## src/rtl/mw_countdown_timer_pkg.sv

```systemverilog
// Shared encodings and the MM:SS payload for the microwave countdown timer.
package mw_countdown_timer_pkg;

   localparam int unsigned DIGIT_W = 4;

   localparam logic [DIGIT_W-1:0] BCD_MAX_DIGIT = 4'd9;
   localparam logic [DIGIT_W-1:0] SEC_TENS_WRAP = 4'd5;

   typedef enum logic [1:0] {
      ST_IDLE    = 2'b00,
      ST_ARMED   = 2'b01,
      ST_RUNNING = 2'b10,
      ST_PAUSED  = 2'b11
   } state_t;

   typedef struct packed {
      logic [DIGIT_W-1:0] min_tens;
      logic [DIGIT_W-1:0] min_ones;
      logic [DIGIT_W-1:0] sec_tens;
      logic [DIGIT_W-1:0] sec_ones;
   } bcd_time_t;

endpackage

```

## src/rtl/mw_tick_gen.sv

```systemverilog
// Seconds prescaler: counts while enabled, one-cycle tick on the terminal count.
module mw_tick_gen #(
   parameter int unsigned TICKS_PER_SEC = 100,
   parameter int unsigned PS_W          = 7
) (
   input  logic clk,
   input  logic reset,
   input  logic i_en,
   input  logic i_clr,
   output logic o_tick_c
);

   logic [PS_W-1:0] r_ps;
   logic            w_wrap;

   assign w_wrap   = (r_ps == PS_W'(TICKS_PER_SEC - 1));
   assign o_tick_c = i_en && w_wrap;

   always_ff @(posedge clk) begin
      if (reset || i_clr) begin
         r_ps <= '0;
      end else if (i_en) begin
         r_ps <= w_wrap ? '0 : r_ps + PS_W'(1);
      end
   end

endmodule

```

## src/rtl/mw_countdown_timer.sv

```systemverilog
// Microwave cooking timer: keypad BCD entry into MM:SS and once-per-second
// countdown while the magnetron runs; timer_done feeds the magnetron control.
module mw_countdown_timer
   import mw_countdown_timer_pkg::*;
#(
   parameter int unsigned TICKS_PER_SEC = 100,
   parameter int unsigned PS_W          = 7
) (
   input  logic               clk,
   input  logic               reset,
   input  logic               clearn,
   input  logic               mag_on,
   input  logic               digit_valid,
   input  logic [DIGIT_W-1:0] digit,
   output logic [DIGIT_W-1:0] min_tens,
   output logic [DIGIT_W-1:0] min_ones,
   output logic [DIGIT_W-1:0] sec_tens,
   output logic [DIGIT_W-1:0] sec_ones,
   output logic               timer_done,
   output logic [1:0]         state
);

   bcd_time_t r_cnt;
   bcd_time_t w_cnt_nxt;
   state_t    r_state;
   state_t    w_state_nxt;
   logic      r_done;
   logic      w_done_nxt;
   logic      w_tick;
   logic      w_digit_ok;
   logic      w_ps_en;
   logic      w_ps_clr;

   // BCD borrow chain; seconds tens re-enter at 5 so minutes borrow yields :59
   function automatic bcd_time_t bcd_dec(input bcd_time_t t);
      bcd_time_t d;
      d = t;
      if (t.sec_ones != '0) begin
         d.sec_ones = t.sec_ones - DIGIT_W'(1);
      end else if (t.sec_tens != '0) begin
         d.sec_tens = t.sec_tens - DIGIT_W'(1);
         d.sec_ones = BCD_MAX_DIGIT;
      end else if (t.min_ones != '0) begin
         d.min_ones = t.min_ones - DIGIT_W'(1);
         d.sec_tens = SEC_TENS_WRAP;
         d.sec_ones = BCD_MAX_DIGIT;
      end else if (t.min_tens != '0) begin
         d.min_tens = t.min_tens - DIGIT_W'(1);
         d.min_ones = BCD_MAX_DIGIT;
         d.sec_tens = SEC_TENS_WRAP;
         d.sec_ones = BCD_MAX_DIGIT;
      end
      return d;
   endfunction

   assign w_digit_ok = digit_valid && (digit <= BCD_MAX_DIGIT);
   assign w_ps_en    = (r_state == ST_RUNNING);
   // Leaving RUNNING (pause, done, clear) discards the partial second
   assign w_ps_clr   = (w_state_nxt != ST_RUNNING);

   mw_tick_gen #(
      .TICKS_PER_SEC (TICKS_PER_SEC),
      .PS_W          (PS_W)
   ) u_tick_gen (
      .clk      (clk),
      .reset    (reset),
      .i_en     (w_ps_en),
      .i_clr    (w_ps_clr),
      .o_tick_c (w_tick)
   );

   always_comb begin
      w_cnt_nxt   = r_cnt;
      w_state_nxt = r_state;
      if (!clearn) begin
         w_cnt_nxt   = '0;
         w_state_nxt = ST_IDLE;
      end else begin
         unique case (r_state)
            ST_IDLE, ST_ARMED: begin
               if (w_digit_ok) begin
                  w_cnt_nxt.min_tens = r_cnt.min_ones;
                  w_cnt_nxt.min_ones = r_cnt.sec_tens;
                  w_cnt_nxt.sec_tens = r_cnt.sec_ones;
                  w_cnt_nxt.sec_ones = digit;
               end
               if (w_cnt_nxt == '0) begin
                  w_state_nxt = ST_IDLE;
               end else if (r_state == ST_IDLE) begin
                  w_state_nxt = ST_ARMED;
               end else if (mag_on) begin
                  w_state_nxt = ST_RUNNING;
               end
            end
            ST_RUNNING: begin
               if (w_tick) begin
                  w_cnt_nxt = bcd_dec(r_cnt);
               end
               if (w_cnt_nxt == '0) begin
                  w_state_nxt = ST_IDLE;
               end else if (!mag_on) begin
                  w_state_nxt = ST_PAUSED;
               end
            end
            ST_PAUSED: begin
               if (mag_on) begin
                  w_state_nxt = ST_RUNNING;
               end
            end
            default: w_state_nxt = ST_IDLE;
         endcase
      end
      w_done_nxt = (w_cnt_nxt == '0);
   end

   always_ff @(posedge clk) begin
      if (reset) begin
         r_cnt   <= '0;
         r_state <= ST_IDLE;
         r_done  <= 1'b1;
      end else begin
         r_cnt   <= w_cnt_nxt;
         r_state <= w_state_nxt;
         r_done  <= w_done_nxt;
      end
   end

   assign min_tens   = r_cnt.min_tens;
   assign min_ones   = r_cnt.min_ones;
   assign sec_tens   = r_cnt.sec_tens;
   assign sec_ones   = r_cnt.sec_ones;
   assign timer_done = r_done;
   assign state      = r_state;

endmodule

```

## config.mk

```make
export PLATFORM = sky130hd
export DESIGN_NAME = mw_countdown_timer
export DESIGN_NICKNAME = d
export VERILOG_FILES = /design/src/rtl/mw_countdown_timer_pkg.sv /design/src/rtl/mw_tick_gen.sv /design/src/rtl/mw_countdown_timer.sv
export SDC_FILE = /design/constraint.sdc
export NUM_CORES = 1
export LEC_CHECK = 0
export CELL_PAD_IN_SITES_DETAIL_PLACEMENT = 0
export CELL_PAD_IN_SITES_GLOBAL_PLACEMENT = 1
export CORE_MARGIN = 2
export CORE_UTILIZATION = 45
export CTS_CLUSTER_DIAMETER = 60
export DETAILED_ROUTE_END_ITERATION = 8
export GPL_ROUTABILITY_DRIVEN = 1
export PLACE_DENSITY_LB_ADDON = 0.1
export SLEW_MARGIN = 20
export SYNTH_ARGS = -nofsm -noshare
export SYNTH_HDL_FRONTEND = slang
export SYNTH_HIERARCHICAL = 1
export SYNTH_SLANG_ARGS = --single-unit
```

## constraint.sdc

```tcl
create_clock -name clk -period 8.3 [get_ports clk]
set_clock_uncertainty 0.15 [all_clocks]
set_input_delay 1.66 -clock clk [delete_from_list [all_inputs] [get_ports clk]]
set_output_delay 1.66 -clock clk [all_outputs]
set_load 0.03 [all_outputs]
```

Word level (Yosys, flattened, before mapping)

Cells that the tools add are included.

Mux-type cells: 23
Reduce and logical (&&, ||, !) cells: 12
Equality and inequality tests: 5
$mul: 0
Add/subtract/negate cells: 5
Divide/modulo/power cells: 0
Bitwise gates (word level): 0
Order comparisons: 1
Shift-type cells: 0

Operators by type and width:

| kind                                                                  | number |
|---|---|
| 16-bit 2-to-1 mux                                                     | 8 |
| 16-bit zero test                                                      | 3 |
| 16-bit case mux with 2 select lines                                   | 1 |
| 12-bit 2-to-1 mux                                                     | 2 |
| 8-bit 2-to-1 mux                                                      | 2 |
| 4-bit nonzero test                                                    | 4 |
| 4-bit by 1-bit subtractor with 4-bit output, second input constant    | 4 |
| 2-bit 2-to-1 mux                                                      | 6 |
| 4-bit 2-to-1 mux                                                      | 2 |
| 7-bit by 1-bit adder with 7-bit output, second input constant         | 1 |
| 7-bit equality test, second input constant                            | 1 |
| 7-bit 2-to-1 mux                                                      | 1 |
| 2-bit case mux with 3 select lines                                    | 1 |
| 2-bit equality test, second input constant                            | 2 |
| 4-bit <= comparator, second input constant                            | 1 |
| 2-bit by 1-bit equality test with 1-bit output, second input constant | 1 |
| 1-bit logical AND                                                     | 2 |
| 2-bit zero test                                                       | 1 |
| 2-bit inequality test, second input constant                          | 1 |
| 2-bit OR reduction                                                    | 1 |
| 1-bit logical OR                                                      | 1 |

Input port bits: 9
Memories kept: 0
Memory bits (writable): 0
Flip-flop bits (word level): 26
Memory bits (read-only): 0
Logic and storage cells: 53
Output and inout port bits: 19
Latch bits: 0

Longest topological paths before layout

Gate-level depths: netlist (run 1).

Depth after elaboration: 14
Gate-level depth with buffers: 16
Depth with buffers taken out: 13

By module

Netlist (run 1), hierarchy kept.

Modules (own cells, without submodules):

| module             | area an instance (um^2) | cells an instance | times used |
|---|---|---|---|
| mw_countdown_timer | 1929.4                  | 266               | 1 |
| mw_tick_gen        | 371.6                   | 36                | 1 |

Worst setup path before layout (run 1)

OpenSTA, ideal clock, no wires.

Kind: flip-flop to flip-flop
Start: register r_state[0], in the netlist state[0]
End: register u_tick_gen.r_ps[6]
Path buffers: 2
Slack: 3958 ps
Stages on the path, launching flop included: 16
Arrival: 4073 ps
Period minus slack after synthesis: 4342 ps
Data required time: 8031 ps
Library setup time: 119 ps
Cell sequence: dfxtp_1 clkbuf_1 nand2b_1 clkinv_1 buf_4 nand3_4 nor4_1 nand4bb_1 a2111oi_2 mux2i_1 o211ai_1 or4_4 nand3_1 nor2_1 o31a_1 o221a_2

Cells in the longest elaborated chain, start to end: 11
Elaborated cells on any way between the ends: 19

Ends and longest elaborated chain:

| element                            | line                      | source |
|---|---|---|
| from (decl)                        | mw_countdown_timer.sv:25  | `state_t r_state;` |
| from (signal assigned)             | mw_countdown_timer.sv:123 | `r_state <= w_state_nxt;` |
| 2-bit equality test                | mw_countdown_timer.sv:57  | `assign w_ps_en = (r_state == ST_RUNNING);` |
| net w_ps_en                        | mw_countdown_timer.sv:31  | `logic w_ps_en;` |
| 1-bit logical AND                  | mw_tick_gen.sv:17         | `assign o_tick_c = i_en && w_wrap;` |
| net w_tick                         | mw_countdown_timer.sv:29  | `logic w_tick;` |
| 16-bit 2-to-1 mux                  | mw_countdown_timer.sv:96  | `if (w_tick) begin` |
| 16-bit 2-to-1 mux                  | mw_countdown_timer.sv:79  | `unique case (r_state)` |
| 16-bit 2-to-1 mux                  | mw_countdown_timer.sv:75  | `if (!clearn) begin` |
| 16-bit zero test                   | mw_countdown_timer.sv:99  | `if (w_cnt_nxt == '0) begin` |
| 2-bit 2-to-1 mux                   | mw_countdown_timer.sv:99  |  |
| 2-bit case mux with 3 select lines | mw_countdown_timer.sv:79  |  |
| 2-bit 2-to-1 mux                   | mw_countdown_timer.sv:75  |  |
| 2-bit inequality test              | mw_countdown_timer.sv:59  | `assign w_ps_clr = (w_state_nxt != ST_RUNNING);` |
| net w_ps_clr                       | mw_countdown_timer.sv:32  | `logic w_ps_clr;` |
| 1-bit logical OR                   | mw_tick_gen.sv:20         | `if (reset \|\| i_clr) begin` |
| to (signal assigned)               | mw_tick_gen.sv:23         | `r_ps <= w_wrap ? '0 : r_ps + PS_W'(1);` |
| to (decl)                          | mw_tick_gen.sv:13         | `logic [PS_W-1:0] r_ps;` |

The timed path passes the listed nets, and every way through them passes these cells. The select of a mux whose other input is x is not followed.
A chain may end at the register's enable or synchronous reset.

Worst setup path after layout (run 1)

Start: register r_state[1], in the netlist state[1]
End: register u_tick_gen.r_ps[6]

Same word-level chain as after synthesis.

==> impl_metrics.py, run 1 <==
metrics = {
    "synth": {
        "synth.avg_cell_area_um2": 7.62,
        "synth_compound_area_share_pct": 32.4,
        "synth-main-ff-cell": "dfxtp_1",
        "syn_area_um2": 2300,
        "synth-xor-area-share_pct": 1.52,
        "synthArstFlopShare_pct": 0,
        "synth_cell_types": 72,
        "ys_seq_area_share_pct": 22.6,
        "syn_nets": 317,
        "synth_edf_count": 0,
        "ys_seq_elements": 26,
        "ys_warn_count": 6,
        "yosys.area_share.simple_pct": 30.6,
        "synth_mux_area_share_pct": 2.28,
        "synth_top_family_by_area": "compound AO/OA/AOI/OAI gates",
        "netlist_instances": 302,
        "synthAdderAreaFrac_pct": 3.26,
    },
    "sta": {
        "fin_tns_setup_ns": 0,
        "hold_violations": 0,
        "finalWorstSetupSlack_ns": 3.84,
        "slew_violations": 0,
        "max_slew_margin_pct": 53.4,
        "fin_crit_sh_pct": 53.7,
        "layout_min_cycle_time_ns": 4.46,
        "tightest_slew_ns": 0.682,
        "grt_setup_unrepaired": "no",
        "fmax_ghz": 0.224,
        "setup_viol": 0,
    },
    "global_routing": {
        "grt_overflow": 0,
        "antenna_found_initial": 0,
        "grt_pass1_vias": 2351,
        "gr-usage-all-layers_pct": 30.0,
        "grt_max_degree": 23,
        "grt_pass1_wl_mm": 12.9,
    },
    "detailed_routing": {
        "wl_per_cell_um": 21.2,
        "drc_errors": 0,
        "viasPerCell": 6.74,
        "ant_nets": 0,
        "drt-initial-drc-count": 278,
        "firstDrtPassIters": 5,
        "wl_mm": 8.13,
        "vias": 2582,
    },
    "cts": {
        "ctsRootBufferMaster": "clkbuf_8",
        "cts_inserted_buffers": 3,
        "cts_tree": "done",
        "htreeDepth": 1,
        "hold_buffers": 0,
        "ctsResizeCount": 0,
        "cts_buffer_depth": 2,
        "clk_latency_ns": 0.28,
        "postCtsSetupRepairBufs": 0,
        "cts.clk_slew.worst_paths_ns": 0.10,
        "numClockSinks": 26,
    },
    "final_layout": {
        "finalNonFillerCells": 383,
        "num-fill-cells": 532,
        "mostFrequentLayoutCell": "nor2_1",
        "final_cell_area_um2": 2640,
        "most-common-layout-cells": "nor2_1 (28), clkdlybuf4s50_1 (27), dfxtp_1 (26), o21ai_0 (22), nand2_1 (18)",
        "area_growth_pct": 14.9,
        "n_antenna_cell": 0,
        "nNetsFinal": 329,
        "drive_above_1_share_pct": 7.35,
    },
    "placed_design": {
        "dp_hpwl_mm": 6.14,
        "port_buffers": 27,
        "dp_slack_ns": 3.85,
        "placed_cell_area_um2": 2570,
        "place_inst": 379,
        "routabilityCongestion": 1.03,
    },
    "pwr": {
        "powerDensity_nw_per_um2": 121,
        "vdd_drop_max_mv": 0.0703,
        "p_leak_nw": 0.901,
    },
    "critical_path": {
        "regToRegSetupSlack_ns": 3.84,
        "r2r_cells": 15,
        "cp-end-kind": "register",
        "crit_type": "reg -> reg",
        "r2r_end": "u_tick_gen/r_ps[6]",
        "critPathMaxFanout": 22,
        "start_kind": "register",
        "rr_startpoint": "state[1]",
        "crit_required_ns": 8.33,
        "arrival_ns": 4.48,
    },
    "status": {
        "status": "finished clean",
    },
    "worst_hold_path": {
        "whs_endpoint": "u_tick_gen/r_ps[5]",
        "hp-start": "u_tick_gen/r_ps[5]",
        "holdPathStages": 2,
        "hold_path.class": "reg -> reg",
    },
    "job": {
        "drv_cap": 0,
    },
    "floorplanning": {
        "die_w_um": 75.5,
        "core_area_um2": 5010,
        "die_area_um2": 5700,
        "die_y_um": 75.5,
        "initial_utilization_pct": 45.9,
        "num_rows": 26,
        "ios": 28,
    },
}
power by group:
part           total (W)  internal [W]  switching, W  leakage, nW
clock           0.000110     0.0000646     0.0000453       0.0357
combinational  0.0000755     0.0000282     0.0000474        0.655
sequential      0.000135      0.000128    0.00000691        0.211
layout make-up:
cell class              count  area (µm²)  share of cell area (%)
inverters                  18        67.6                    2.56
flip-flops and latches     26         520                    19.7
clock inverters             1        30.0                    1.14
well taps                  70        87.6                    3.31
multi-input cells         236        1610                    61.0
repair buffers             29         285                    10.8
clock buffers               3        41.3                    1.56
cells in the mapped netlist, drive strengths merged, types with 3 or more instances:
library cell | instances | area, µm²
nor2 | 28 | 105
dfxtp | 26 | 521
o21ai | 23 | 115
clkbuf | 19 | 71.3
nand2 | 18 | 67.6
inv | 17 | 63.8
nand3 | 16 | 92.6
a21oi | 15 | 78.8
and3 | 8 | 50.1
nand4 | 8 | 56.3
ha | 6 | 75.1
nor3 | 6 | 30.0
nor4 | 6 | 37.5
o41ai | 6 | 90.1
a31oi | 5 | 31.3
nor3b | 5 | 42.5
o211ai | 5 | 37.5
a221o | 4 | 40.0
nand2b | 4 | 27.5
o31a | 4 | 35.0
buf | 3 | 30.0
mux2i | 3 | 30.0
nor2b | 3 | 18.8
o2111ai | 3 | 26.3
o221ai | 3 | 26.3
o22ai | 3 | 18.8
o311ai | 3 | 26.3
o31ai | 3 | 22.5
or3 | 3 | 23.8
or3b | 3 | 26.3
or4 | 3 | 26.3
xor2 | 3 | 26.3
per-layer routing:
layer / part of all wire [%] / GRT usage [%]
met1: 43 / 44.1
met2: 45 / 45.7
met3: 9.1 / 4.37
met4: 2.4 / 8.58
met5: 0 / 0
critical path, stage by stage (launching register included):
cell and delay (ns):
dfxtp_1 0.32, buf_4 0.26, nand2b_1 0.18, clkinv_1 0.31, nand3_4 0.16, nor4_1 0.25, buf_4 0.22, nand4bb_1 0.30
a2111oi_2 0.63, mux2i_1 0.35, o211ai_1 0.14, or4_4 0.57, nand3_1 0.13, nor2_1 0.10, o31a_1 0.16, o221a_2 0.11
state kept, by name, indices dropped and copies added (netlist names):
name,count
sec_ones,4
u_tick_gen/r_ps,7
sec_tens,4
min_tens,4
min_ones,4
timer_done,1
state,2
how the worst max path moves through the flow:
stage,startpoint,end,slack [ns],depth (start not counted)
after floorplan,state[0],u_tick_gen/r_ps[6],3.96,15
after global placement,state[1],u_tick_gen/r_ps[6],3.86,15
after detailed placement,state[1],u_tick_gen/r_ps[2],3.85,15
after CTS,state[1],u_tick_gen/r_ps[2],3.84,15
after global routing,state[1],u_tick_gen/r_ps[2],3.54,15
final,state[1],u_tick_gen/r_ps[6],3.84,15
logic make-up after synthesis:
group | after synthesis
simple gates | 122
compound gates | 99
buf+inv | 40
flops | 26
fa+ha+maj | 6
mux | 5
xor+xnor | 4
stage by stage:
stage | hold WS, ns | total power (W) | util, %
global route | 0.416 | 0.000332 | 52.8
finish | 0.395 | 0.000320 | 52.8
CTS | 0.399 | 0.000319 | 52.8
global placement | 0.373 | 0.000212 | 51.3
floorplan | 0.357 | 0.000185 | -
detailed placement | 0.384 | 0.000211 | 51.3
Note: power is estimated with default switching activity, not from simulation.
==> run 2, diff against run 1 <==
--- a/config.mk
+++ b/config.mk
@@ -8,7 +8,7 @@
 export CELL_PAD_IN_SITES_DETAIL_PLACEMENT = 0
 export CELL_PAD_IN_SITES_GLOBAL_PLACEMENT = 1
 export CORE_MARGIN = 2
-export CORE_UTILIZATION = 45
+export CORE_UTILIZATION = 41
 export CTS_CLUSTER_DIAMETER = 60
 export DETAILED_ROUTE_END_ITERATION = 8
 export GPL_ROUTABILITY_DRIVEN = 1
==> constraint.sdc (replaced) <==
create_clock -name clk -period 4.4 [get_ports clk]
set_clock_uncertainty 0.15 [all_clocks]
set_input_delay 0.88 -clock clk [delete_from_list [all_inputs] [get_ports clk]]
set_output_delay 0.88 -clock clk [all_outputs]
set_load 0.03 [all_outputs]
==> run 2 against run 1 <==
Net effect:
- utilization fell by 3.0 points
- count of clock-buffer cells in the layout did not move
- power rose by 91%
- final cell count rose by 3.1%
- critical path depth fell by 2
- critical endpoint unchanged
==> impl_metrics.py, run 2 (synthesis gave the netlist of run 1 again) <==
metrics = {
    "sta": {
        "finalWorstSetupSlack_ns": 0.743,
        "grt_setup_unrepaired": "no",
        "slew_violations": 0,
        "setup_viol": 0,
        "hold_violations": 0,
        "layout_min_cycle_time_ns": 3.66,
        "fin_tns_setup_ns": 0,
        "max_slew_margin_pct": 46.9,
        "fmax_ghz": 0.273,
        "fin_crit_sh_pct": 83.1,
        "tightest_slew_ns": 0.791,
    },
    "critical_path": {
        "crit_type": "reg -> reg",
        "path_cells": "ha_1 > nand3_4 > nor4_1 > buf_4 > and4bb_1 > nand2_1 > o22ai_1 > o211ai_1 > or4_4 > nand3_1 > nor2_1 > o31a_1 > o221a_2",
        "cp-startpoint": "u_tick_gen/r_ps[0]",
        "r2r_end": "u_tick_gen/r_ps[6]",
        "cp-endpoint": "u_tick_gen/r_ps[6]",
        "critPathMaxFanout": 10,
        "r2r_cells": 13,
        "rr_startpoint": "u_tick_gen/r_ps[0]",
        "crit_required_ns": 4.44,
        "cp_slowest_cell": "or4_4",
        "arrival_ns": 3.69,
        "cp-end-kind": "register",
        "regToRegSetupSlack_ns": 0.74,
        "start_kind": "register",
        "cpPeakStageDelay_ns": 0.57,
    },
    "cts": {
        "cts_buffer_depth": 2,
        "ctsResizeCount": 0,
        "numClockSinks": 26,
        "clk_latency_ns": 0.28,
        "postCtsSetupRepairBufs": 0,
        "htreeDepth": 1,
        "cts_tree": "done",
        "cts_inserted_buffers": 3,
        "ctsRootBufferMaster": "clkbuf_8",
        "cts.clk_slew.worst_paths_ns": 0.11,
        "hold_buffers": 0,
    },
    "final_layout": {
        "drive_above_1_share_pct": 10.2,
        "mostFrequentLayoutCell": "nor2_1",
        "num-fill-cells": 575,
        "top_register": "u_tick_gen/r_ps",
        "nNetsFinal": 339,
        "most-common-layout-cells": "nor2_1 (28), clkdlybuf4s50_1 (27), dfxtp_1 (26), o21ai_0 (22), nand2_1 (18)",
        "area_growth_pct": 18.3,
        "n_antenna_cell": 0,
        "largest_reg_flops": 7,
    },
    "pwr": {
        "p_leak_nw": 0.954,
        "powerDensity_nw_per_um2": 224,
        "finalPower_w": 0.000610,
        "vdd_drop_max_mv": 0.189,
    },
    "global_routing": {
        "grt_overflow": 0,
        "grt_max_degree": 22,
        "grt_pass1_vias": 2545,
        "antenna_found_initial": 0,
        "gr-usage-all-layers_pct": 28.6,
        "grt_pass1_wl_mm": 14.0,
    },
    "placed_design": {
        "dp_slack_ns": 0.654,
        "port_buffers": 27,
        "dp_hpwl_mm": 6.44,
        "routabilityCongestion": 1.08,
    },
    "floorplanning": {
        "core_area_um2": 5470,
        "num_rows": 27,
        "initial_utilization_pct": 42.0,
        "ios": 28,
        "die_y_um": 78.9,
        "die_area_um2": 6230,
        "die_w_um": 78.9,
    },
    "detailed_routing": {
        "drc_errors": 0,
        "wl_per_cell_um": 21.6,
        "drt-initial-drc-count": 433,
        "vias": 2712,
        "ant_nets": 0,
        "viasPerCell": 6.87,
        "firstDrtPassIters": 5,
        "wl_mm": 8.53,
    },
    "status": {
        "status": "finished clean",
    },
    "job": {
        "drv_cap": 0,
    },
    "worst_hold_path": {
        "hold_path.class": "reg -> reg",
    },
}
run 2: metrics by stage:
step / utilization (%) / area (µm²) / hold slack [ns] / std cells
final: 49.7 / 2720 / 0.404 / 395
after global routing: 49.7 / 2720 / 0.443 / 395
after CTS: 49.7 / 2720 / 0.409 / 395
after detailed placement: 48.4 / 2650 / 0.392 / 391
after global placement: 48.4 / 2650 / 0.377 / 391
after floorplan: - / 2300 / 0.357 / 302
run 2: cell type report:
cell class | instances | area [µm²] | area share (%)
Inverter | 18 | 67.6 | 2.48
Timing Repair Buffer | 39 | 360 | 13.2
Tap cell | 72 | 90.1 | 3.31
Multi-Input combinational cell | 236 | 1610 | 59.2
Clock inverter | 1 | 30.0 | 1.10
Sequential cell | 26 | 520 | 19.1
Clock buffer | 3 | 41.3 | 1.52
run 2: layer usage:
| metal | share of wire (%) | global-route usage [%] | vias up |
|---|---|---|---|
| met5 | 0 | 0 | - |
| met4 | 2.7 | 8.62 | 0 |
| met3 | 11 | 7.27 | 26 |
| met2 | 44 | 43.8 | 194 |
| met1 | 41 | 39.6 | 1285 |
| li1 | - | - | 1207 |
run 2: critical path: cells and delay by family, from the launching register on:
kind | cells | cell delay (ns)
fa+ha+maj | 1 | 0.25
compound gates | 4 | 0.74
flops | 1 | 0.40
buf+inv | 1 | 0.23
simple gates | 7 | 1.77
run 2: worst min path at each step:
stage,cells after the start,slack (ns),endpoint,startpoint
after CTS,2,0.41,u_tick_gen/r_ps[1],u_tick_gen/r_ps[1]
after floorplan,2,0.36,u_tick_gen/r_ps[1],u_tick_gen/r_ps[1]
after global placement,2,0.38,u_tick_gen/r_ps[1],u_tick_gen/r_ps[1]
final,2,0.40,u_tick_gen/r_ps[1],u_tick_gen/r_ps[1]
after global routing,2,0.44,u_tick_gen/r_ps[1],u_tick_gen/r_ps[1]
after detailed placement,2,0.39,u_tick_gen/r_ps[1],u_tick_gen/r_ps[1]
run 2: report_power, final:
part	leakage [nW]	internal [W]	switching (W)	total (W)
sequential	0.211	0.000241	0.00000836	0.000249
combinational	0.708	0.0000575	0.0000965	0.000154
clock	0.0357	0.000122	0.0000846	0.000207
==> run 3, diff against run 2 <==
--- a/config.mk
+++ b/config.mk
@@ -8,7 +8,7 @@
 export CELL_PAD_IN_SITES_DETAIL_PLACEMENT = 0
 export CELL_PAD_IN_SITES_GLOBAL_PLACEMENT = 1
 export CORE_MARGIN = 2
-export CORE_UTILIZATION = 41
+export CORE_UTILIZATION = 37
 export CTS_CLUSTER_DIAMETER = 60
 export DETAILED_ROUTE_END_ITERATION = 8
 export GPL_ROUTABILITY_DRIVEN = 1
==> constraint.sdc (replaced) <==
create_clock -name clk -period 3.14 [get_ports clk]
set_clock_uncertainty 0.15 [all_clocks]
set_input_delay 0.628 -clock clk [delete_from_list [all_inputs] [get_ports clk]]
set_output_delay 0.628 -clock clk [all_outputs]
set_load 0.03 [all_outputs]
==> run 3 against run 2 <==
Net effect:
- sequential cell count is the same
- clock power grew 16%
- sequential share of layout area shrank 3.2 points
- largest cell class unchanged
- sequential power grew 37%
- global-route usage shrank 1.8 points
- register-to-register slack lost 0.64 ns
- via count grew 7.7%
- final cell count grew 17%
- maximum frequency grew 20%
- setup slack lost 0.64 ns
- routed wire length grew 15%
==> impl_metrics.py, run 3 (synthesis gave the netlist of run 1 again) <==
metrics = {
    "status": {
        "status": "finished clean",
    },
    "critical_path": {
        "cp-end-kind": "register",
        "arrival_ns": 3.05,
        "r2r_end": "u_tick_gen/r_ps[0]",
        "regToRegSetupSlack_ns": 0.10,
        "crit_type": "reg -> reg",
        "critPathMaxFanout": 7,
        "start_kind": "register",
        "rr_startpoint": "u_tick_gen/r_ps[0]",
        "crit_required_ns": 3.15,
        "r2r_cells": 13,
    },
    "sta": {
        "max_slew_margin_pct": 63.1,
        "grt_setup_unrepaired": "yes",
        "fin_crit_sh_pct": 96.8,
        "slew_violations": 0,
        "hold_violations": 0,
        "tightest_slew_ns": 0.552,
        "whs_ns": 0.410,
        "finalWorstSetupSlack_ns": 0.101,
        "layout_min_cycle_time_ns": 3.04,
        "fmax_ghz": 0.329,
        "setup_viol": 0,
    },
    "global_routing": {
        "gr-usage-all-layers_pct": 26.8,
        "grt_overflow": 0,
        "antenna_found_initial": 0,
        "grt_max_degree": 22,
        "grt_pass1_vias": 2659,
        "grt_pass1_wl_mm": 14.6,
    },
    "cts": {
        "cts_buffer_depth": 2,
        "ctsRootBufferMaster": "clkbuf_8",
        "hold_buffers": 0,
        "clk_latency_ns": 0.28,
        "htreeDepth": 1,
        "numClockSinks": 26,
        "cts_tree": "done",
        "cts_inserted_buffers": 3,
        "cts.clk_slew.worst_paths_ns": 0.10,
    },
    "final_layout": {
        "n_antenna_cell": 0,
        "num-fill-cells": 589,
        "nNetsFinal": 402,
        "drive_above_1_share_pct": 29.0,
        "top_register": "u_tick_gen/r_ps",
        "area_growth_pct": 44.0,
        "most-common-layout-cells": "buf_4 (74), nor2_1 (27), clkdlybuf4s50_1 (27), dfxtp_1 (23), o21ai_0 (22)",
        "largest_reg_flops": 7,
        "mostFrequentLayoutCell": "buf_4",
    },
    "worst_hold_path": {
        "hold_path.class": "reg -> reg",
        "hp-start": "u_tick_gen/r_ps[5]",
        "holdPathStages": 2,
        "whs_endpoint": "u_tick_gen/r_ps[5]",
    },
    "placed_design": {
        "dp_slack_ns": 0.0448,
        "port_buffers": 27,
        "routabilityCongestion": 0.929,
        "dp_hpwl_mm": 7.45,
    },
    "detailed_routing": {
        "drt-initial-drc-count": 353,
        "route.met3.wl_um": 739,
        "wl_mm": 9.77,
        "firstDrtPassIters": 5,
        "vias": 2920,
        "viasPerCell": 6.33,
        "ant_nets": 0,
        "drc_errors": 0,
        "wl_per_cell_um": 21.2,
        "topRoutingLayerUsed": "met4",
        "drt-met1-wl_mm": 4.22,
        "met2WireLength_mm": 4.52,
    },
    "floorplanning": {
        "initial_utilization_pct": 38.6,
        "num_rows": 28,
        "die_w_um": 82.9,
        "die_y_um": 82.9,
        "die_area_um2": 6870,
        "core_area_um2": 5960,
        "ios": 28,
    },
    "pwr": {
        "p_leak_nw": 1.27,
        "powerDensity_nw_per_um2": 260,
        "vdd_drop_max_mv": 0.165,
    },
    "job": {
        "drv_cap": 0,
    },
}
## run 3: cell count changes in the layout (fill, tap and decap cells not counted), sizes merged
cell	before	now
buf	12	75
bufinv	1	0
clkbuf	3	4
## run 3: worst max path at each step
| stage | startpoint | endpoint | cells after the start |
|---|---|---|---|
| final | u_tick_gen/r_ps[0] | u_tick_gen/r_ps[0] | 13 |
| after global routing | state[0] | u_tick_gen/r_ps[0] | 14 |
| after CTS | u_tick_gen/r_ps[0] | u_tick_gen/r_ps[6] | 13 |
| after detailed placement | digit[3] | timer_done | 7 |
| after global placement | digit_valid | timer_done | 7 |
| after floorplan | state[0] | u_tick_gen/r_ps[6] | 15 |
## run 3: layout make-up
class                   instances  area, µm²  area share [%]
well taps                      75       93.8            2.83
multi-input cells             236       1730            52.2
clock buffers                   4       55.1            1.66
inverters                      18       72.6            2.19
flip-flops and latches         26        527            15.9
repair buffers                102        837            25.3
## run 3: power breakdown
group	internal, W	switching [W]	leakage [nW]	total [W]
sequential	0.000338	0.00000390	0.212	0.000342
clock	0.000113	0.000127	0.0288	0.000240
combinational	0.000117	0.000164	1.02	0.000281
total	0.000567	0.000295	1.27	0.000862
## run 3: metal layers
layer / vias to the layer above / global-route usage, %
li1: 1329 / -
met1: 1399 / 36.4
met2: 167 / 43.8
met3: 25 / 4.27
met4: 0 / 7.45
met5: - / 0
## run 3: through the flow
| stage | area [µm²] | utilization (%) | std cells | total power [W] | TNS, ns |
|---|---|---|---|---|---|
| 2_1_floorplan | 2380 | - | 302 | 0.000496 | -0.739 |
| 3_3_place_gp | 3170 | 53.2 | 455 | 0.000615 | -0.00673 |
| 3_5_place_dp | 3170 | 53.2 | 455 | 0.000613 | 0 |
| 4_1_cts | 3220 | 54.1 | 459 | 0.000850 | 0 |
| 5_1_grt | 3310 | 55.7 | 461 | 0.000893 | -0.140 |
| 6_report | 3310 | 55.7 | 461 | 0.000862 | 0 |
## run 3: timing repair
action,CTS,global route
buffers inserted,0,2
gates resized for setup,0,15
setup endpoints to repair,0,7
## run 3: critical path, stage by stage (launching register included)
cell       delay, ns
dfxtp_2         0.38
ha_4            0.15
nand3_4         0.08
nor4_4          0.27
buf_4           0.21
nor4b_4         0.23
o221ai_2        0.14
a221oi_2        0.31
o2111ai_1       0.15
or4_4           0.48
nand3_4         0.10
nor2_4          0.05
o41ai_4         0.09
nor2_1          0.12
